[src/rtl/mips_cpu_bus.sv]
// Multicycle MIPS-I subset CPU on an Avalon-style memory bus.
// One instruction walks FETCH -> EXEC -> (MEM) -> WB. A single
// shared bus serves both instruction fetch and LW/SW. A pc/npc pair
// provides the one-instruction branch delay slot. The CPU halts when the
// next fetch would be from address 0.
module mips_cpu_bus #(
    parameter logic [31:0] RESET_VECTOR = 32'hBFC00000
) (
    input  logic        clk,
    input  logic        reset,
    output logic        active,
    output logic [31:0] register_v0,
    input  logic        waitrequest,
    input  logic [31:0] readdata,
    output logic        write,
    output logic        read,
    output logic [3:0]  byteenable,
    output logic [31:0] writedata,
    output logic [31:0] address
);

    typedef enum logic [2:0] {FETCH, EXEC, MEM, WB, HALTED} state_t;

    localparam logic [5:0] OP_SPECIAL = 6'h00, OP_J     = 6'h02, OP_JAL   = 6'h03,
                           OP_BEQ     = 6'h04, OP_BNE   = 6'h05, OP_ADDIU = 6'h09,
                           OP_SLTI    = 6'h0A, OP_SLTIU = 6'h0B, OP_ANDI  = 6'h0C,
                           OP_ORI     = 6'h0D, OP_XORI  = 6'h0E, OP_LUI   = 6'h0F,
                           OP_LW      = 6'h23, OP_SW    = 6'h2B;

    localparam logic [5:0] FN_SLL  = 6'h00, FN_SRL  = 6'h02, FN_SRA  = 6'h03,
                           FN_SLLV = 6'h04, FN_SRLV = 6'h06, FN_SRAV = 6'h07,
                           FN_JR   = 6'h08, FN_JALR = 6'h09, FN_ADDU = 6'h21,
                           FN_SUBU = 6'h23, FN_AND  = 6'h24, FN_OR   = 6'h25,
                           FN_XOR  = 6'h26, FN_SLT  = 6'h2A, FN_SLTU = 6'h2B;

    state_t      state_q, state_d;
    logic [31:0] pc_q, pc_d;          // address of the instruction in flight / next to fetch
    logic [31:0] npc_q, npc_d;        // address of the instruction after pc (delay-slot successor)
    logic [31:0] ir_q, ir_d;
    logic [31:0] result_q, result_d;
    logic [4:0]  wreg_q, wreg_d;      // 0 means no register writeback
    logic        active_q, active_d;
    logic        read_q, read_d;
    logic        write_q, write_d;
    logic [31:0] address_q, address_d;
    logic [31:0] writedata_q, writedata_d;
    logic [31:0] gpr_q [32];
    logic [31:0] gpr_d [32];

    // Instruction fields and operands
    logic [5:0]  op, funct;
    logic [4:0]  rs, rt, rd, shamt;
    logic [15:0] imm16;
    logic [25:0] imm26;
    logic [31:0] a, b, simm, zimm, pc4, pc8, br_tgt, j_tgt, ea;

    assign op     = ir_q[31:26];
    assign rs     = ir_q[25:21];
    assign rt     = ir_q[20:16];
    assign rd     = ir_q[15:11];
    assign shamt  = ir_q[10:6];
    assign funct  = ir_q[5:0];
    assign imm16  = ir_q[15:0];
    assign imm26  = ir_q[25:0];
    assign a      = gpr_q[rs];
    assign b      = gpr_q[rt];
    assign simm   = {{16{imm16[15]}}, imm16};
    assign zimm   = {16'h0000, imm16};
    assign pc4    = pc_q + 32'd4;
    assign pc8    = pc_q + 32'd8;
    assign br_tgt = pc4 + {simm[29:0], 2'b00};
    assign j_tgt  = {pc4[31:28], imm26, 2'b00};
    assign ea     = a + simm;

    assign active      = active_q;
    assign read        = read_q;
    assign write       = write_q;
    assign address     = address_q;
    assign writedata   = writedata_q;
    assign byteenable  = 4'b1111;
    assign register_v0 = gpr_q[2];

    // Next-state logic for the FSM, bus request registers and register file
    always_comb begin
        state_d     = state_q;
        pc_d        = pc_q;
        npc_d       = npc_q;
        ir_d        = ir_q;
        result_d    = result_q;
        wreg_d      = wreg_q;
        active_d    = active_q;
        read_d      = read_q;
        write_d     = write_q;
        address_d   = address_q;
        writedata_d = writedata_q;
        gpr_d       = gpr_q;

        case (state_q)
            FETCH: begin
                if (!read_q) begin
                    // Only reached straight out of reset: raise the first fetch.
                    active_d  = 1'b1;
                    read_d    = 1'b1;
                    address_d = pc_q;
                end else if (!waitrequest) begin
                    ir_d    = readdata;
                    read_d  = 1'b0;
                    state_d = EXEC;
                end
            end

            EXEC: begin
                wreg_d   = 5'd0;
                result_d = 32'd0;
                pc_d     = npc_q;
                npc_d    = npc_q + 32'd4;
                state_d  = WB;
                case (op)
                    OP_SPECIAL: begin
                        wreg_d = rd;
                        case (funct)
                            FN_SLL:  result_d = b << shamt;
                            FN_SRL:  result_d = b >> shamt;
                            FN_SRA:  result_d = $signed(b) >>> shamt;
                            FN_SLLV: result_d = b << a[4:0];
                            FN_SRLV: result_d = b >> a[4:0];
                            FN_SRAV: result_d = $signed(b) >>> a[4:0];
                            FN_ADDU: result_d = a + b;
                            FN_SUBU: result_d = a - b;
                            FN_AND:  result_d = a & b;
                            FN_OR:   result_d = a | b;
                            FN_XOR:  result_d = a ^ b;
                            FN_SLT:  result_d = {31'd0, $signed(a) < $signed(b)};
                            FN_SLTU: result_d = {31'd0, a < b};
                            FN_JR: begin
                                wreg_d = 5'd0;
                                npc_d  = a;
                            end
                            FN_JALR: begin
                                npc_d    = a;
                                result_d = pc8;
                            end
                            default: wreg_d = 5'd0;
                        endcase
                    end
                    OP_J:   npc_d = j_tgt;
                    OP_JAL: begin
                        npc_d    = j_tgt;
                        result_d = pc8;
                        wreg_d   = 5'd31;
                    end
                    OP_BEQ: if (a == b) npc_d = br_tgt;
                    OP_BNE: if (a != b) npc_d = br_tgt;
                    OP_ADDIU: begin result_d = a + simm;                               wreg_d = rt; end
                    OP_SLTI:  begin result_d = {31'd0, $signed(a) < $signed(simm)};    wreg_d = rt; end
                    OP_SLTIU: begin result_d = {31'd0, a < simm};                      wreg_d = rt; end
                    OP_ANDI:  begin result_d = a & zimm;                               wreg_d = rt; end
                    OP_ORI:   begin result_d = a | zimm;                               wreg_d = rt; end
                    OP_XORI:  begin result_d = a ^ zimm;                               wreg_d = rt; end
                    OP_LUI:   begin result_d = {imm16, 16'h0000};                      wreg_d = rt; end
                    OP_LW: begin
                        wreg_d    = rt;
                        address_d = ea & ~32'd3;
                        read_d    = 1'b1;
                        state_d   = MEM;
                    end
                    OP_SW: begin
                        address_d   = ea & ~32'd3;
                        writedata_d = b;
                        write_d     = 1'b1;
                        state_d     = MEM;
                    end
                    default: ;  // unsupported opcodes retire as NOP
                endcase
            end

            MEM: begin
                // Request stays frozen until the slave drops waitrequest.
                if (!waitrequest) begin
                    if (read_q) result_d = readdata;
                    read_d  = 1'b0;
                    write_d = 1'b0;
                    state_d = WB;
                end
            end

            WB: begin
                if (wreg_q != 5'd0) gpr_d[wreg_q] = result_q;
                // A jump to 0 halts once its delay slot has retired.
                if (pc_q == 32'd0) begin
                    state_d  = HALTED;
                    active_d = 1'b0;
                end else begin
                    state_d   = FETCH;
                    read_d    = 1'b1;
                    address_d = pc_q;
                end
            end

            default: ;  // HALTED: bus idle until reset
        endcase
    end

    // State registers; reset aborts any in-progress access immediately
    always_ff @(posedge clk or posedge reset) begin
        if (reset) begin
            state_q     <= FETCH;
            pc_q        <= RESET_VECTOR;
            npc_q       <= RESET_VECTOR + 32'd4;
            ir_q        <= 32'd0;
            result_q    <= 32'd0;
            wreg_q      <= 5'd0;
            active_q    <= 1'b0;
            read_q      <= 1'b0;
            write_q     <= 1'b0;
            address_q   <= RESET_VECTOR;
            writedata_q <= 32'd0;
            for (int i = 0; i < 32; i++) gpr_q[i] <= 32'd0;
        end else begin
            state_q     <= state_d;
            pc_q        <= pc_d;
            npc_q       <= npc_d;
            ir_q        <= ir_d;
            result_q    <= result_d;
            wreg_q      <= wreg_d;
            active_q    <= active_d;
            read_q      <= read_d;
            write_q     <= write_d;
            address_q   <= address_d;
            writedata_q <= writedata_d;
            for (int i = 0; i < 32; i++) gpr_q[i] <= gpr_d[i];
        end
    end

endmodule

[config.mk]
export PLATFORM = sky130hd
export DESIGN_NAME = mips_cpu_bus
export DESIGN_NICKNAME = d
export VERILOG_FILES = /design/src/rtl/mips_cpu_bus.sv
export SDC_FILE = /design/constraint.sdc
export NUM_CORES = 2
export LEC_CHECK = 0
export BUFFER_PORTS_ARGS = -buffer_cell sky130_fd_sc_hd__buf_2
export CORE_MARGIN = 2
export CORE_UTILIZATION = 40
export CTS_BUF_LIST = sky130_fd_sc_hd__clkbuf_2 sky130_fd_sc_hd__clkbuf_4 sky130_fd_sc_hd__clkbuf_8
export DETAILED_ROUTE_END_ITERATION = 8
export PLACE_DENSITY = 0.61
export SYNTH_ARGS = -nofsm -noshare
export SYNTH_HDL_FRONTEND = slang
export SYNTH_SLANG_ARGS = --single-unit
[constraint.sdc]
create_clock -name clk -period 95 [get_ports clk]
set_input_delay 14.25 -clock clk [delete_from_list [all_inputs] [get_ports clk]]
set_output_delay 14.25 -clock clk [all_outputs]
set_load 0.03 [all_outputs]
After elaboration in Yosys (flattened, before gate mapping)
Cells that the tools add are included.
- $add $sub $neg: 7
- magnitude comparators: 8
- equal/unequal tests: 42
- shifts and indexed selects: 6
- mux-type cells: 41
- bitwise operators: 10
- reduce and logical (&&, ||, !) cells: 24
- operators with widths (cell ; number):
    1024-bit bitwise mux ; 1
    32-bit one-hot mux with 14 select lines ; 1
    32-bit two-way mux ; 13
    32-bit binary-select mux with 5-bit select ; 2
    32-bit one-hot mux with 9 select lines ; 1
    32-bit demux with 5-bit select ; 1
    32-bit one-hot mux with 4 select lines ; 1
    32-bit adder ; 3
    32-bit less-than comparator ; 3
    32-bit one-hot mux with 3 select lines ; 1
    32-bit by 3-bit adder with 32-bit output, second input constant ; 2
    32-bit one-hot mux with 2 select lines ; 1
    32-bit by 5-bit left shift with 32-bit output ; 2
    32-bit by 5-bit >> shifter with 32-bit output ; 2
    32-bit by 5-bit >>> shifter with 32-bit output ; 2
    6-bit by 4-bit == test with 1-bit output, second input constant ; 9
    6-bit == test, second input constant ; 9
    32-bit by 4-bit adder with 32-bit output, second input constant ; 1
    32-bit by 16-bit AND with 32-bit output ; 1
    32-bit AND ; 1
    32-bit == test ; 1
    32-bit zero test ; 1
    32-bit by 16-bit less-than comparator with 1-bit output ; 1
    32-bit inequality test ; 1
    35 further kinds ; 77
- register bits: 1227
- input port bits: 35
- output and inout bits: 103
- logic and storage cells: 181

Depth between registers and ports, before layout
- word-level depth: 8
- gate-level depth with buffers: 26
- depth with buffers taken out: 19

Worst setup path before layout
Ideal clock, no wire load.
- path kind: input-to-reg
- from: input port waitrequest
- to: register result_q[6]
- setup time: 0.119 ns
- arrival time: 15.984 ns
- required time: 94.881 ns
- path slack: 78.898 ns
- cell stages on the path: 9
- path buffers: 2
- cell sequence: a21oi_1 clkbuf_1 clkbuf_1 o221ai_1 a221oi_1 nand3_1 nor4_1 o211ai_1 o21a_1
- longest elaborated chain between the ends: 2
- RTL lines (element ; RTL line ; source):
    from (decl) ; 13 ; input logic waitrequest,
    2-bit inequality test (no line) ; -- ;
    3-bit AND reduction (no line) ; -- ;
    to (signal assigned) ; 224 ; result_q <= result_d;
    to (decl) ; 40 ; logic [31:0] result_q, result_d;
No other way between the ends.
A chain may end at the register's enable or synchronous reset.

==> impl_metrics.ini <==
[pwr]
p_int_mw = 1.369
clkPwrFrac = 0.192
total_leakage_power_nw = 40.38
swShare = 0.5219
power_frac_seq = 0.234
p_sw_mw = 1.495
pwr-share-comb = 0.574
ir_worst_vdd_v = 0.00002029
p_per_area_mw_per_mm2 = 31.89

[die]
die-area_mm2 = 0.2077
ios = 138
core_mm2 = 0.2025
num_rows = 165
die_h_um = 455.7
fp.dieW_um = 455.7
initial_utilization = 0.4030

[synthesis]
synth_seq_area_share = 0.3766
synth-edff-count = 0
ys_types = 106
netlist_area_mm2 = 0.08163
synthDominantCellAreaShare = 0.3676
yosysWarnings = 0
syn_area_per_cell_um2 = 11.17
ys_seq_elements = 1227
netlist_instances = 7307
yosys.area.top_type = dfrtp_1
synth_async_sr_flop_share = 1.000
yosys-top-cells-area = dfrtp_1 37%, mux2_2 15%, mux4_2 12%
ys.flop_type = dfrtp_1

[detailed_routing]
remaining_drc_errors = 0
drt-total-wl_mm = 359.9
routed_via_density = 6.700
vias = 67450
drtIter0Drc = 9093
first_pass_iters = 5
detail_route.wl_per_cell_um = 35.75
drtAntennaViolNets = 0

[global_route]
grt.total_usage = 0.3379
overflow = 0
grt_pass1_vias = 65720
grt_pass1_wl_mm = 505.4
grt_max_degree = 182
antenna_found_initial = 27

[worst_setup_path]
required_ns = 95.96
crit_fanout = 181
r2r_setup_slack_ns = 85.64
criticalPathCategory = primary input to asynchronous set/reset pin
crit_arrival_ns = 17.65
cp-start-kind = primary input
rr_startpoint = ir_q[17]$_DFFE_PP0P_
reg2reg_depth = 20
rr_endpoint = result_q[25]$_DFFE_PP0P_
worst_setup_path_end_kind = asynchronous set/reset pin

[clock_tree]
path_clk_slew_ns = 0.06
clkSinkCount = 1227
max-clock-path-buffers = 3
clk_root_buffer_cell = clkbuf_8
cts-htree-levels = 4
cts_tree = built
ctsResizeCount = 0
insertion_delay_ns = 1.06
post-cts-setup-buffers = 0
holdBufCountCts = 0
numCtsBuffers = 214

[cells_and_area]
syn2layout_area_growth_pct = 10.01
layout.nets = 7466
layout_common_cells = 1189 x dfrtp_1, 1063 x mux2_2, 471 x nand2_1
instances_no_fill = 10070
final_common_cell = dfrtp_1
drive_gt1_frac = 0.3334

[sta]
finalSetupViolations = 0
worstMarginPinSlew_ns = 1.373
finalCriticalPeriod_ns = 16.69
max-slew-margin-rel = 0.08474
fmax_mhz = 59.92
finalHoldViolCount = 0
slew_violations = 0
rsz0062_at_grt = false
whs_ns = 0.3966
finalClockSkew_ns = 0.08299
finalCritPeriodShare = 0.1757
tns_ns = 0

[placed_design]
gp_congestion = 1.052
dp_hpwl_mm = 245.5
port_buffers = 133
numPlacedInstances = 9662

[hold_path]
min_from = gpr_q[1017]$_DFFE_PP0P_
hold_class = register to register
hold_end = gpr_q[1017]$_DFFE_PP0P_
hold_depth = 0

[outcome]
status = complete, no violations

[run]
max_cap_viol_count = 0
cells in the mapped netlist, types with 26 or more instances:
cell type  instances
o22ai_1           44
xnor2_1           72
a31oi_1           33
nor2_1           303
dfstp_2           28
and3_1            37
a21oi_1          343
mux2i_1          444
a221oi_1          67
or3_1             26
nor2b_1           35
nor3_1            97
a22oi_1          224
nand2_1          489
xor2_1            46
o211ai_1          37
nand4_1           37
o21bai_1          41
clkbuf_1         398
buf_2            112
buf_4             61
inv_1            167
o21ai_0          292
a211oi_1          86
nor4_1            40
mux2_2          1063
a21o_1            49
o221ai_1          41
o31ai_1           27
nand3_1          146
buf_1            135
ha_1             221
mux4_2           444
dfrtp_1         1199
power groups by stage:
stage	combinational [mW]	clock, mW	sequential [mW]
after floorplan	0.993	0	0.626
after global placement	1.58	0	0.674
after detailed placement	1.57	0	0.676
after CTS	1.58	0.559	0.667
after global routing	1.69	0.581	0.676
final	1.64	0.550	0.671
per-stage QoR:
step / power, mW / cell area (um2) / setup WS, ns / utilization
6_report: 2.864 / 89800 / 78.31 / 0.4434
5_1_grt: 2.944 / 89760 / 77.92 / 0.4432
4_1_cts: 2.803 / 89750 / 78.39 / 0.4432
3_5_place_dp: 2.249 / 84930 / 77.28 / 0.4194
3_3_place_gp: 2.251 / 84930 / 77.34 / 0.4194
2_1_floorplan: 1.619 / 81640 / 46.22 / -
routing by layer:
metal / GRT usage / wire length [um]
met1: 0.4260 / 135400
met2: 0.5169 / 160000
met3: 0.06846 / 33490
met4: 0.2451 / 30970
met5: 0 / 101
final cells by class:
class | count | area [um2]
Tap cell | 2672 | 3343
Clock inverter | 47 | 549.3
Antenna cell | 20 | 50.05
Multi-Input combinational cell | 5187 | 47400
Fill cell | 18790 | 112700
Clock buffer | 339 | 4272
Timing Repair Buffer | 403 | 2755
Inverter | 173 | 659.4
Sequential cell | 1227 | 30770
flip-flops by register name, summed over array words and instances (netlist names):
register,count
active,1
gpr_q,992
npc_q,32
register_v0,32
pc_q,32
writedata,32
state_q,3
ir_q,32
write,1
result_q,32
address,32
wreg_q,5
read,1
cell families after synthesis:
family	synth area share
buffers and inverters	0.04753
other	0.00004594
AOI/OAI and AO/OA	0.1274
muxes	0.3236
DFF	0.3766
and+or+nand+nor	0.07736
xor gates and xnor gates	0.01266
adders and majority gates	0.03486
worst max-delay path by stage:
stage | startpoint | end | cells past startpoint
floorplan | reset | active$_DFFE_PP0P_ | 1
global placement | reset | wreg_q[1]$_DFFE_PP0P_ | 5
detailed placement | reset | address[19]$_DFFE_PP0P_ | 5
CTS | reset | address[19]$_DFFE_PP0P_ | 5
global route | reset | address[19]$_DFFE_PP0P_ | 5
finish | reset | address[19]$_DFFE_PP0P_ | 5
worst max-delay path: stages:
cell and delay, ns:
buf_2 0.13, inv_8 0.42, buf_4 0.75, buf_12 0.59
buf_4 0.95
No activity file was read; power rests on OpenSTA's default activity.
